==> config.mk <==
export PLATFORM = sky130hd
export DESIGN_NAME = router_rx_port
export DESIGN_NICKNAME = d
export VERILOG_FILES = /design/src/rtl/router_rx_port.sv
export SDC_FILE = /design/constraint.sdc
export NUM_CORES = 1
export LEC_CHECK = 0
export BUFFER_PORTS_ARGS = -buffer_cell sky130_fd_sc_hd__buf_4
export CORE_MARGIN = 1
export CORE_UTILIZATION = 25
export DETAILED_ROUTE_END_ITERATION = 16
export MAX_ROUTING_LAYER = met4
export SETUP_SLACK_MARGIN = 0.1
export SYNTH_ARGS = -nofsm -noshare
export SYNTH_HDL_FRONTEND = slang
export SYNTH_SLANG_ARGS = --single-unit
==> constraint.sdc <==
create_clock -name clock -period 2.2 [get_ports clock]
set_clock_uncertainty 0.1 [all_clocks]
set_input_delay 0.22 -clock clock [delete_from_list [all_inputs] [get_ports clock]]
set_output_delay 0.22 -clock clock [all_outputs]
set_load 0.05 [all_outputs]
==> src/rtl/router_rx_port.sv <==
// router_rx_port: drains whole packets (header, payload, parity) from one
// router output port, streams payload bytes downstream, checks address and
// parity, counts packets, and forces a read before the port's unread
// timeout can fire.
module router_rx_port #(
    parameter int ADDR     = 0,
    parameter int MAX_WAIT = 25
) (
    input  logic        clock,
    input  logic        reset,
    input  logic        valid_out,
    input  logic [7:0]  data_out,
    input  logic        stall,
    output logic        read_enb,
    output logic [7:0]  rx_data,
    output logic        rx_valid,
    output logic        rx_sop,
    output logic        rx_eop,
    output logic        pkt_done,
    output logic [5:0]  len_out,
    output logic        parity_err,
    output logic        addr_err,
    output logic        overrun,
    output logic [15:0] pkt_count
);

    localparam logic [2:0] IDLE     = 3'd0;
    localparam logic [2:0] RD_HDR   = 3'd1;
    localparam logic [2:0] HDR_WAIT = 3'd2;
    localparam logic [2:0] RD_PAY   = 3'd3;
    localparam logic [2:0] RD_PAR   = 3'd4;
    localparam logic [2:0] CHECK    = 3'd5;

    localparam logic [1:0] ADDR_B   = 2'(ADDR);
    localparam logic [4:0] WAIT_LIM = 5'(MAX_WAIT - 1);

    logic [2:0] state;
    logic       rd_d;
    logic [4:0] wait_cnt;
    logic [5:0] issued;
    logic [5:0] captured;
    logic [7:0] parity_acc;
    logic       addr_mismatch;
    logic       par_seen;
    logic       par_bad;
    logic       rd_state;
    logic       force_rd;
    logic       report;

    // Read gating: reads only from read states, never on an empty port, and
    // a pending timeout overrides downstream backpressure. The threshold is
    // a >= compare so a force raised in IDLE carries into RD_HDR and the
    // read lands on the next cycle.
    always_comb begin
        rd_state = (state == RD_HDR) || (state == RD_PAY) || (state == RD_PAR);
        force_rd = valid_out && (wait_cnt >= WAIT_LIM) && ((state == IDLE) || rd_state);
        read_enb = rd_state && valid_out && (!stall || force_rd);
        report   = (state == CHECK) && !rd_d && par_seen;
    end

    // Read-to-data alignment: the FIFO presents data one cycle after a read.
    always_ff @(posedge clock) begin
        if (reset) rd_d <= 1'b0;
        else       rd_d <= read_enb;
    end

    // Unread-timeout counter and sticky overrun flag.
    always_ff @(posedge clock) begin
        if (reset) begin
            wait_cnt <= '0;
            overrun  <= 1'b0;
        end else begin
            if (read_enb)
                wait_cnt <= '0;
            else if (valid_out && (state != HDR_WAIT) && (state != CHECK) && (wait_cnt != '1))
                wait_cnt <= wait_cnt + 5'd1;
            if (force_rd && stall)
                overrun <= 1'b1;
        end
    end

    // Packet sequencing, header decode and parity accumulation.
    always_ff @(posedge clock) begin
        if (reset) begin
            state         <= IDLE;
            issued        <= '0;
            len_out       <= '0;
            parity_acc    <= '0;
            addr_mismatch <= 1'b0;
            par_seen      <= 1'b0;
            par_bad       <= 1'b0;
        end else begin
            case (state)
                IDLE: begin
                    if (valid_out && (!stall || force_rd))
                        state <= RD_HDR;
                end
                RD_HDR: begin
                    if (read_enb)
                        state <= HDR_WAIT;
                end
                HDR_WAIT: begin
                    // header byte is on data_out this cycle
                    len_out       <= data_out[7:2];
                    parity_acc    <= data_out;
                    addr_mismatch <= (data_out[1:0] != ADDR_B);
                    issued        <= '0;
                    state         <= (data_out[7:2] == 6'd0) ? RD_PAR : RD_PAY;
                end
                RD_PAY: begin
                    if (rd_d)
                        parity_acc <= parity_acc ^ data_out;
                    if (read_enb) begin
                        issued <= issued + 6'd1;
                        if (issued == len_out - 6'd1)
                            state <= RD_PAR;
                    end
                end
                RD_PAR: begin
                    // the last payload byte may still be landing here
                    if (rd_d)
                        parity_acc <= parity_acc ^ data_out;
                    if (read_enb)
                        state <= CHECK;
                end
                CHECK: begin
                    if (rd_d) begin
                        par_bad  <= (data_out != parity_acc);
                        par_seen <= 1'b1;
                    end else if (par_seen) begin
                        par_seen <= 1'b0;
                        state    <= IDLE;
                    end
                end
                default: state <= IDLE;
            endcase
        end
    end

    // Payload presentation: every byte landing in RD_PAY/RD_PAR is payload.
    always_ff @(posedge clock) begin
        if (reset) begin
            rx_data  <= '0;
            rx_valid <= 1'b0;
            rx_sop   <= 1'b0;
            rx_eop   <= 1'b0;
            captured <= '0;
        end else begin
            rx_valid <= 1'b0;
            rx_sop   <= 1'b0;
            rx_eop   <= 1'b0;
            if (state == HDR_WAIT) begin
                captured <= '0;
            end else if (rd_d && ((state == RD_PAY) || (state == RD_PAR))) begin
                rx_valid <= 1'b1;
                rx_data  <= data_out;
                rx_sop   <= (captured == 6'd0);
                rx_eop   <= (captured == len_out - 6'd1);
                captured <= captured + 6'd1;
            end
        end
    end

    // Completion report: one-cycle pulse with status, plus the packet count.
    always_ff @(posedge clock) begin
        if (reset) begin
            pkt_done   <= 1'b0;
            parity_err <= 1'b0;
            addr_err   <= 1'b0;
            pkt_count  <= '0;
        end else begin
            pkt_done   <= report;
            parity_err <= report && par_bad;
            addr_err   <= report && addr_mismatch;
            if (report)
                pkt_count <= pkt_count + 16'd1;
        end
    end

endmodule

======== Yosys cells after proc, flatten, opt, wreduce, memory -nomap -nowiden ========
Index checks and enable logic that the tools add are counted.
operators by class
  order comparisons ....................... 1
  reduce and logical (&&, ||, !) cells .... 36
  bitwise gates (word level) .............. 3
  $add $sub $neg .......................... 5
  muxes and demuxes ....................... 15
  equality and inequality tests ........... 19
  shift operators ......................... 0
  multiply operators ...................... 0
  divide/modulo/power cells ............... 0
operators by type and width
  kind                   count
  $mux 3                 8
  $pmux 3 s6             1
  $add 16x1->16 const B  1
  $pmux 8 s2             1
  $logic_and 1x1->1      14
  $add 6x1->6 const B    2
  $eq 6x6->1             2
  $logic_not 6->1        2
  $pmux 6 s2             1
  $ne 2x2->1 const B     5
  $mux 8                 1
  $ne 8x8->1             1
  $reduce_and 2->1       4
  $xor 8x8->8            1
  $reduce_and 7->1       1
  $eq 3x2->1 const B     2
  $eq 3x3->1 const B     2
  $mux 6                 1
  $ne 2x1->1 const B     3
  $reduce_bool 2->1      3
  $reduce_or 2->1        3
  $sub 6x1->6 const B    1
  $add 5x1->5 const B    1
  $ge 5x5->1 const B     1
  10 further kinds       17
storage, ports and cells
  RAM bits ................................ 0
  logic and storage cells ................. 98
  memories kept ........................... 0
  memory bits (read-only) ................. 0
  flip-flop bits (word level) ............. 69
  latch bits .............................. 0

======== Longest topological paths before layout ========
Gate-level depths: netlist (run 1).
  depth after elaboration ................. 9
  depth in mapped cells ................... 7

======== Worst setup path after synthesis (run 1) ========
Ideal clock, no wire load.
  kind .................................... reg-to-reg
  start ................................... register len_out[0]
  end ..................................... register state[2]
  setup time .............................. 0.058 ns
  data arrival time ....................... 1.955 ns
  path slack .............................. 0.087 ns
  cell stages (with the launch flop) ...... 8
  clock period less this slack ............ 2.113 ns
  cells stage by stage .................... dfxtp_1 inv_1 ha_1 xor2_1 xnor2_1 nand4_1 o31ai_1 a31o_2
on the way
  longest elaborated chain between the ends .. 4
ends and longest elaborated chain
  what                               RTL line  text
  from (decl)                        20        output logic [5:0] len_out,
  from (signal assigned)             104       len_out <= data_out[7:2];
  $sub 6x1->6                        115       if (issued == len_out - 6'd1)
  $eq 6x6->1                         115
  $ne 2x1->1 (no source line)        --
  $reduce_and 7->1 (no source line)  --
  to (signal assigned)               108       state <= (data_out[7:2] == 6'd0) ? RD_PAR : RD_PAY;
  to (decl)                          37        logic [2:0] state;
Every way passes these cells.
A chain may end at the register's enable or synchronous reset.

======== Worst setup path in the final report (run 1) ========
  start ................................... register state[0]
  end ..................................... output read_enb
on the way
  longest elaborated chain between the ends .. 7
  elaborated cells between the ends (all ways) .. 11
  those cells by class .................... eq/ne (3); reduce/logical (8)
ends and longest elaborated chain
  what                                             RTL line  text
  $eq 3x1->1 / $eq 3x2->1 (equally long branches)  55        rd_state = (state == RD_HDR) || (state == RD_PAY) || (state == RD_PAR);
  $logic_or 1x1->1 (2 in a row)                    55
  $logic_or 1x1->1                                 56        force_rd = valid_out && (wait_cnt >= WAIT_LIM) && ((state == IDLE) || rd_state);
  $logic_and 1x1->1                                56
  $logic_or 1x1->1                                 57        read_enb = rd_state && valid_out && (!stall || force_rd);
  $logic_and 1x1->1 *                              57
  to (decl)                                        14        output logic read_enb,
Mark *: on every way between the ends. The rest lies on a longest branch, timed or not.

==> results of run 1 <==
## worst min-delay path: stages
cell and delay (ps):
buf_4 110, mux2i_1 60, nor2_1 70
## cell type report
class | count | area [um^2] | share of cell area, %
clock buffer | 9 | 225 | 5.24
timing repair buffer | 59 | 443 | 10.3
tap | 176 | 220 | 5.12
inverter | 12 | 45.0 | 1.05
clock inverter | 6 | 55.1 | 1.28
multi-input combinational | 291 | 1930 | 44.8
sequential | 69 | 1390 | 32.2
## how the worst max path moves through the flow
stage | end | depth (start not counted) | slack [ps] | startpoint
6_report | read_enb | 7 | 220 | state[0]$_SDFFE_PP0P_
3_5_place_dp | parity_acc[0]$_SDFFE_PP0P_ | 5 | 180 | state[2]$_SDFFE_PP0P_
2_1_floorplan | state[2]$_SDFFE_PP0P_ | 7 | 170 | len_out[1]$_SDFFE_PP0P_
3_3_place_gp | pkt_count[15]$_SDFFE_PP0P_ | 5 | 290 | state[0]$_SDFFE_PP0P_
4_1_cts | read_enb | 6 | 130 | state[0]$_SDFFE_PP0P_
5_1_grt | state[0]$_SDFFE_PP0P_ | 7 | 120 | len_out[1]$_SDFFE_PP0P_
## what timing repair did
action | 4_1_cts | 5_1_grt
hold buffers | 0 | 0
gates resized for setup | 0 | 7
buffers inserted | 0 | 1
setup endpoints to repair | 0 | 14
## routing by layer
metal  vias up  routed length [um]
met5         -                   0
met4         0                 171
met3        12                 404
met2        65                3720
met1      1375                4080
li1       1465                   -
## sequential cells by signal, indices dropped and copies added (netlist names), 3 cells and up
name and cells:
len_out 6, parity_acc 8, rx_data 8, captured 6
state 3, pkt_count 16, wait_cnt 5, issued 6
## metrics by stage
step                cells  instance area [um^2]  utilization [%]  power, mW  hold WS (ps)
floorplan             388                  3400                -       1.49           264
global placement      606                  3990             30.1       1.56           345
detailed placement    606                  3990             30.1       1.57           359
CTS                   621                  4270             32.2       2.97          59.9
global route          622                  4300             32.5       3.06          73.0
finish                622                  4300             32.5       2.94          70.0
## cell usage after synthesis (3+ instances only)
library cell,instances
buf_1,3
xor2_1,14
dfxtp_1,69
xnor2_1,29
inv_1,12
mux2i_1,17
clkbuf_1,3
a21oi_1,24
or3_1,9
nor3_1,9
and3_1,3
nand3b_1,3
nand4_1,9
buf_2,8
nor2_1,54
nand3_1,13
nand2_1,25
and2_1,4
o21ai_0,23
nand2b_1,4
o211ai_1,10
ha_1,7
## power by group
part | internal, mW | switching [mW] | leakage (nW)
clock network | 0.859 | 0.534 | 0.145
registers | 1.27 | 0.0310 | 0.558
logic | 0.101 | 0.139 | 0.994
total | 2.23 | 0.704 | 1.70
## logic make-up after synthesis
logic type      synth area share, %
compound gates                 12.3
xor+xnor                       11.7
fa+ha+maj                      2.57
buf+inv                        3.60
flops                          40.6
mux                            5.00
simple gates                   24.2
==> results.sh, run 1 <==
export IMPL_status="completed"
export IMPL_ir_worst_vdd_uv=361
export IMPL_cts_sinks=69
export IMPL_worstMarginPinSlew_ps=586
export IMPL_leakage_nw=1.70
export IMPL_r2r_end="wait_cnt[3]$_SDFFE_PP0P_"
export IMPL_portBuffers=49
export IMPL_dp_hpwl_um=5890
export IMPL_synth_cell_types=49
export IMPL_maxSlewViolCount=0
export IMPL_antenna_found_initial=0
export IMPL_async_flop_share_pct=0
export IMPL_cap_violations=0
export IMPL_die_w_um=119
export IMPL_ys_flop_type="dfxtp_1"
export IMPL_grt_pass1_vias=2757
export IMPL_insertion_delay_ps=340
export IMPL_crit_chain="buf_4, inv_1, nor2_1, o211ai_1, buf_4, inv_1, buf_4"
export IMPL_synth_seq_cells=69
export IMPL_grt_usage_pct=12.8
export IMPL_final_cell_mix="dfxtp_1, buf_4, nor2_1"
export IMPL_r2r_start="wait_cnt[0]$_SDFFE_PP0P_"
export IMPL_layout_commonest_cell="dfxtp_1"
export IMPL_cp_top_family="buffers and inverters"
export IMPL_critPathBufInv=5
export IMPL_h_tree_depth=3
export IMPL_synthDominantCellAreaShare_pct=40.6
export IMPL_dr_pass1_iters=4
export IMPL_critical_path_max_stage_delay_ps=430
export IMPL_use_met1_pct=16.0
export IMPL_use_met2_pct=18.9
export IMPL_antenna_left=0
export IMPL_cts_made_buffers=9
export IMPL_start_util_pct=25.7
export IMPL_drc=0
export IMPL_cts_root_buf="clkbuf_16"
export IMPL_clk_pin_slew_ps=60
export IMPL_end_kind="output pin"
export IMPL_grt_busiest_layer="met2"
export IMPL_cp_start_kind="flop"
export IMPL_synth_edf_count=0
export IMPL_cts_buffer_depth=2
export IMPL_crit_required_ps=1880
export IMPL_finalSetupViolations=0
export IMPL_place_congestion=0.794
export IMPL_wl_um=8380
export IMPL_grt_first_pass_wirelength_um=13800
export IMPL_min_to="rx_data[0]$_SDFFE_PP0P_"
export IMPL_seq_area_frac_synth_pct=40.6
export IMPL_finalNetCount=461
export IMPL_relSlewSlack_pct=60.9
export IMPL_core_area_um2=13200
export IMPL_yosysTopAreaCell="dfxtp_1"
export IMPL_r2r_slack_ps=270
export IMPL_fin_crit_sh_pct=90.1
export IMPL_worstPathMaxFanout=11
export IMPL_first_iter_violations=147
export IMPL_layout_drive_gt1_share_pct=21.7
export IMPL_period_minus_slack_ps=1980
export IMPL_setup_tns_ps=0
export IMPL_min_from="data_out[0]"
export IMPL_n_fill_cell=1406
export IMPL_power_density_nw_per_um2=683
export IMPL_setup_ws_ps=219
export IMPL_postSynthAreaPerCell_um2=8.77
export IMPL_syn_to_final_growth_pct=26.4
export IMPL_cts_tree="yes"
export IMPL_die_area_um2=14100
export IMPL_grt_use_met3_pct=4.20
export IMPL_grt_max_degree=54
export IMPL_cp_arrival_ps=1660
export IMPL_via_per_inst=4.69
export IMPL_diodes=0
export IMPL_pin_count=50
export IMPL_max_freq_mhz=505
export IMPL_min_path_type="primary input to flop"
export IMPL_pre_cts_slack_ps=181
export IMPL_rsz0062_at_grt="false"
export IMPL_yosysWarnings=0
export IMPL_hold_depth=3
export IMPL_placementRows=42
export IMPL_synthTopCellsByArea="dfxtp_1, xnor2_1, nor2_1, mux2i_1, xor2_1"
export IMPL_dieHeight_um=119
export IMPL_crit_slowest_cell="dfxtp_2"
export IMPL_path_class="flop to output pin"
export IMPL_grt_ovfl_total=0
export IMPL_synth_area_um2=3400
export IMPL_syn_instance_count=388
export IMPL_num_vias=2917
export IMPL_path_common_cell="buf_4"
export IMPL_worst_r2r_cell_count=7
export IMPL_drt_wirelength_per_cell_um=13.5
export IMPL_syn_num_nets=407
export IMPL_finalHoldViolCount=0
No activity file was read; power rests on OpenSTA's default activity.
==> inputs of run 2 (changes only) <==
- ABC_CLOCK_PERIOD_IN_PS: not set -> 2200
- CORE_MARGIN: 1 -> 1.5
==> run 2 against run 1 <==
Die area grew 1.7%. Cell area is 0.70% lower. Clock power shrank 6%. Sequential power barely moved. Critical path type unchanged. Critical endpoint unchanged. Largest cell class unchanged. Highest routed layer unchanged.
==> results.sh, run 2 (synthesis results as in run 1) <==
export IMPL_status="completed"
export IMPL_power_density_nw_per_um2=667
export IMPL_largest_reg_flops=16
export IMPL_final_cell_mix="dfxtp_1, buf_4, nor2_1"
export IMPL_p_seq_share_pct=45.8
export IMPL_r2r_end="state[0]$_SDFFE_PP0P_"
export IMPL_cap_violations=0
export IMPL_grt_pass1_vias=2719
export IMPL_netSwitchingFraction_pct=23.0
export IMPL_min_from="data_out[0]"
export IMPL_cp_start_kind="flop"
export IMPL_leakage_nw=1.67
export IMPL_grt_first_pass_wirelength_um=13400
export IMPL_p_int_mw=2.19
export IMPL_ir_worst_vdd_uv=386
export IMPL_pin_count=50
export IMPL_crit_required_ps=1880
export IMPL_worstPathMaxFanout=14
export IMPL_drc=0
export IMPL_portBuffers=49
export IMPL_n_fill_cell=1413
export IMPL_placementRows=42
export IMPL_dr_pass1_iters=4
export IMPL_dp_hpwl_um=5850
export IMPL_cts_buffer_depth=2
export IMPL_maxSlewViolCount=0
export IMPL_dieHeight_um=120
export IMPL_grt_ovfl_total=0
export IMPL_start_util_pct=25.7
export IMPL_fin_util_pct=32.3
export IMPL_finalSetupViolations=0
export IMPL_end_kind="output pin"
export IMPL_cp_arrival_ps=1640
export IMPL_h_tree_depth=3
export IMPL_hold_depth=3
export IMPL_wl_um=8060
export IMPL_num_vias=2929
export IMPL_antenna_left=0
export IMPL_min_path_type="primary input to flop"
export IMPL_core_area_um2=13200
export IMPL_layout_drive_gt1_share_pct=20.4
export IMPL_p_comb_share_pct=8.1
export IMPL_grt_usage_pct=12.1
export IMPL_r2r_start="len_out[1]$_SDFFE_PP0P_"
export IMPL_drt_wirelength_per_cell_um=13.0
export IMPL_path_class="flop to output pin"
export IMPL_place_congestion=0.813
export IMPL_layout_commonest_cell="dfxtp_1"
export IMPL_max_freq_mhz=510
export IMPL_fin_crit_sh_pct=89.0
export IMPL_period_minus_slack_ps=1960
export IMPL_worstMarginPinSlew_ps=577
export IMPL_insertion_delay_ps=320
export IMPL_relSlewSlack_pct=61.5
export IMPL_regMostFlops="pkt_count"
export IMPL_r2r_slack_ps=280
export IMPL_worst_r2r_cell_count=7
export IMPL_finalHoldViolCount=0
export IMPL_antenna_found_initial=0
export IMPL_post_cts_resized=0
export IMPL_postCtsSetupRepairBufs=0
export IMPL_top_regs="pkt_count: 16 flops, parity_acc: 8 flops, rx_data: 8 flops"
export IMPL_finalNetCount=459
export IMPL_pwr_share_clk_pct=46.1
export IMPL_rsz0062_at_grt="true"
export IMPL_diodes=0
export IMPL_die_w_um=120
export IMPL_grt_max_degree=54
export IMPL_cts_made_buffers=9
export IMPL_syn_to_final_growth_pct=25.6
export IMPL_cts_sinks=69
export IMPL_cts_root_buf="clkbuf_16"
export IMPL_p_switching_mw=0.657
export IMPL_ctsHoldBuffers=0
export IMPL_setup_tns_ps=0
export IMPL_die_area_um2=14300
export IMPL_via_per_inst=4.72
export IMPL_first_iter_violations=150
export IMPL_min_to="rx_data[0]$_SDFFE_PP0P_"
export IMPL_cts_tree="yes"
export IMPL_clk_pin_slew_ps=50
==> run 2: critical path, cell delays in order (launching register included) <==
cell and delay (ps):
dfxtp_1 550, nor3b_2 120, o211ai_1 370, inv_1 80, buf_4 200
==> run 2: power by group through the flow <==
stage                     Combinational (mW)  Sequential [mW]  Clock (mW)
after floorplan                        0.157             1.33           0
after global routing                   0.257             1.31        1.42
after detailed placement               0.230             1.33           0
after CTS                              0.231             1.30        1.36
after global placement                 0.225             1.33           0
final                                  0.231             1.31        1.31
==> run 2: worst max path at each step <==
stage / startpoint / to / cells past startpoint
2_1_floorplan: len_out[1]$_SDFFE_PP0P_ / state[2]$_SDFFE_PP0P_ / 7
3_3_place_gp: len_out[1]$_SDFFE_PP0P_ / state[2]$_SDFFE_PP0P_ / 7
3_5_place_dp: state[0]$_SDFFE_PP0P_ / parity_acc[1]$_SDFFE_PP0P_ / 5
4_1_cts: state[0]$_SDFFE_PP0P_ / read_enb / 4
5_1_grt: state[1]$_SDFFE_PP0P_ / read_enb / 4
6_report: state[1]$_SDFFE_PP0P_ / read_enb / 4
==> run 2: layer usage <==
metal	global-route usage [%]	wire length [um]	vias up
li1	-	-	1458
met1	15.5	3820	1383
met2	17.8	3610	80
met3	3.80	522	8
met4	4.84	109	0
met5	-	0	-
==> run 2: layout make-up <==
class	count	area (um^2)	share of cell area, %
inverter	12	45.0	1.05
multi-input combinational	291	1920	45.0
sequential	69	1390	32.4
tap	176	220	5.16
clock buffer	15	268	6.27
clock inverter	1	5.00	0.117
timing repair buffer	57	428	10.0
==> run 2: through the flow <==
| step | power [mW] | hold WS (ps) | worst slack [ps] | cells | area, um^2 |
|---|---|---|---|---|---|
| 4_1_cts | 2.90 | 76.7 | 126 | 621 | 4250 |
| 3_3_place_gp | 1.55 | 345 | 280 | 605 | 3980 |
| 2_1_floorplan | 1.49 | 264 | 172 | 388 | 3400 |
| 6_report | 2.85 | 87.5 | 241 | 621 | 4270 |
| 5_1_grt | 2.99 | 81.4 | 82.3 | 621 | 4270 |
| 3_5_place_dp | 1.56 | 351 | 200 | 605 | 3980 |
==> inputs of run 3 (changes only) <==
- CORE_UTILIZATION: 25 -> 57
- PLACE_DENSITY: not set -> 0.8
==> run 3 against run 2 <==
Fmax decreased by 1.8%. Largest power group unchanged. Hold slack got worse by 22 ps. Power decreased by 9.8%.
==> results.sh, run 3 (synthesis results as in run 1) <==
export IMPL_end_kind="flop"
export IMPL_cp_start_kind="flop"
export IMPL_grt_pass1_vias=2745
export IMPL_antenna_found_initial=0
export IMPL_wl_um=7360
export IMPL_clk_pin_slew_ps=70
export IMPL_status="completed"
export IMPL_power_density_nw_per_um2=630
export IMPL_worst_r2r_cell_count=7
export IMPL_ir_worst_vdd_uv=488
export IMPL_finalHoldViolCount=0
export IMPL_crit_required_ps=2390
export IMPL_core_area_um2=5640
export IMPL_die_w_um=80.3
export IMPL_finalSetupViolations=0
export IMPL_holdWs_ps=65.5
export IMPL_diodes=0
export IMPL_start_util_pct=60.3
export IMPL_worstPathMaxFanout=6
export IMPL_min_path_type="primary input to flop"
export IMPL_grt_first_pass_wirelength_um=12300
export IMPL_cp_arrival_ps=2180
export IMPL_drc=0
export IMPL_top_regs="pkt_count: 16 flops, parity_acc: 8 flops, rx_data: 8 flops"
export IMPL_max_freq_mhz=501
export IMPL_cts_tree="yes"
export IMPL_h_tree_depth=3
export IMPL_place_congestion=0.919
export IMPL_via_per_inst=5.58
export IMPL_cts_sinks=69
export IMPL_num_vias=2904
export IMPL_grt_usage_pct=25.1
export IMPL_setup_tns_ps=0
export IMPL_min_to="rx_data[0]$_SDFFE_PP0P_"
export IMPL_dieHeight_um=80.3
export IMPL_placementRows=27
export IMPL_grt_ovfl_total=0
export IMPL_layout_drive_gt1_share_pct=21.7
export IMPL_crit_slowest_cell="dfxtp_2"
export IMPL_worstMarginPinSlew_ps=442
export IMPL_ctsHoldBuffers=0
export IMPL_min_from="data_out[0]"
export IMPL_multiInputGateArea_um2=1910
export IMPL_r2r_end="state[2]$_SDFFE_PP0P_"
export IMPL_die_area_um2=6440
export IMPL_critical_path_max_stage_delay_ps=440
export IMPL_cts_made_buffers=9
export IMPL_path_class="flop to flop"
export IMPL_hold_depth=3
export IMPL_relSlewSlack_pct=70.5
export IMPL_power_mw=2.57
export IMPL_fin_crit_sh_pct=90.7
export IMPL_maxSlewViolCount=0
export IMPL_stdcell_count=520
export IMPL_dp_cells=503
export IMPL_leakage_nw=1.65
export IMPL_cts_root_buf="clkbuf_8"
export IMPL_regMostFlops="pkt_count"
export IMPL_pin_count=50
export IMPL_cts_buffer_depth=2
export IMPL_layout_commonest_cell="dfxtp_1"
export IMPL_period_minus_slack_ps=2000
export IMPL_crit_chain="inv_1, ha_1, xor2_1, xnor2_1, nand4_1, o31ai_1, a31o_2"
export IMPL_insertion_delay_ps=340
export IMPL_dp_hpwl_um=5250
export IMPL_cap_violations=0
export IMPL_drt_wirelength_per_cell_um=14.2
export IMPL_r2r_start="len_out[0]$_SDFFE_PP0P_"
export IMPL_largest_reg_flops=16
export IMPL_n_fill_cell=444
export IMPL_portBuffers=49
export IMPL_finalNetCount=462
export IMPL_regArea_um2=1390
export IMPL_r2r_slack_ps=200
export IMPL_rsz0062_at_grt="true"
export IMPL_dr_pass1_iters=4
export IMPL_first_iter_violations=101
export IMPL_syn_to_final_growth_pct=20.0
export IMPL_grt_max_degree=42
export IMPL_final_cell_mix="dfxtp_1, buf_4, nor2_1"
export IMPL_antenna_left=0
-- run 3: changes by cell type in the layout (fill, tap and decap cells not counted), moves of 2 or more --
cell,previous run,this run
buf_4,57,60
clkbuf_16,9,0
clkbuf_1,4,0
clkbuf_8,2,9
clkinv_4,0,2
-- run 3: final cells by class --
type | count | share of cell area [%]
clock buffers | 9 | 3.03
well taps | 72 | 2.21
repair buffers | 60 | 11.0
multi-input cells | 291 | 46.8
clock inverters | 7 | 1.81
flip-flops and latches | 69 | 34.0
inverters | 12 | 1.10
-- run 3: how the worst max path moves through the flow --
stage                                       start                    endpoint
after floorplan           len_out[1]$_SDFFE_PP0P_       state[2]$_SDFFE_PP0P_
after global placement      state[2]$_SDFFE_PP0P_  parity_acc[5]$_SDFFE_PP0P_
after detailed placement    state[2]$_SDFFE_PP0P_  parity_acc[3]$_SDFFE_PP0P_
after CTS                   state[2]$_SDFFE_PP0P_  parity_acc[3]$_SDFFE_PP0P_
after global routing      len_out[0]$_SDFFE_PP0P_       state[2]$_SDFFE_PP0P_
final                     len_out[0]$_SDFFE_PP0P_       state[2]$_SDFFE_PP0P_
-- run 3: power breakdown --
| group | internal [mW] | switching (mW) |
|---|---|---|
| logic | 0.102 | 0.136 |
| registers | 1.27 | 0.0296 |
| clock network | 0.527 | 0.506 |
| total | 1.90 | 0.671 |
-- run 3: routing by layer --
| metal | share of wire, % | vias up | GRT usage (%) | wire length [um] |
|---|---|---|---|---|
| met5 | 0 | - | - | 0 |
| met4 | 1.4 | 0 | 7.41 | 100 |
| met3 | 4.0 | 9 | 6.36 | 293 |
| met2 | 48 | 67 | 40.7 | 3530 |
| met1 | 47 | 1366 | 30.9 | 3440 |
| li1 | - | 1462 | - | - |
-- run 3: stage by stage --
step	area, um^2	worst slack (ps)	util [%]
2_1_floorplan	3400	172	-
5_1_grt	4080	88.4	72.3
4_1_cts	4060	137	72.0
3_3_place_gp	3860	255	68.5
6_report	4080	205	72.3
3_5_place_dp	3860	152	68.5
-- run 3: repair_timing --
| item | in CTS | in global routing |
|---|---|---|
| setup endpoints to repair | 0 | 11 |
| resized for setup | 0 | 5 |
| buffers inserted | 0 | 1 |
-- run 3: worst max-delay path, delay by kind of cell (launching register included) --
family                   cells  cell delay (ps)
AND/OR/NAND/NOR              1              210
flip-flops                   1              440
AO/OA/AOI/OAI                2              520
buffers and inverters        1               70
adder cells (fa/ha/maj)      1              210
XOR/XNOR                     2              380
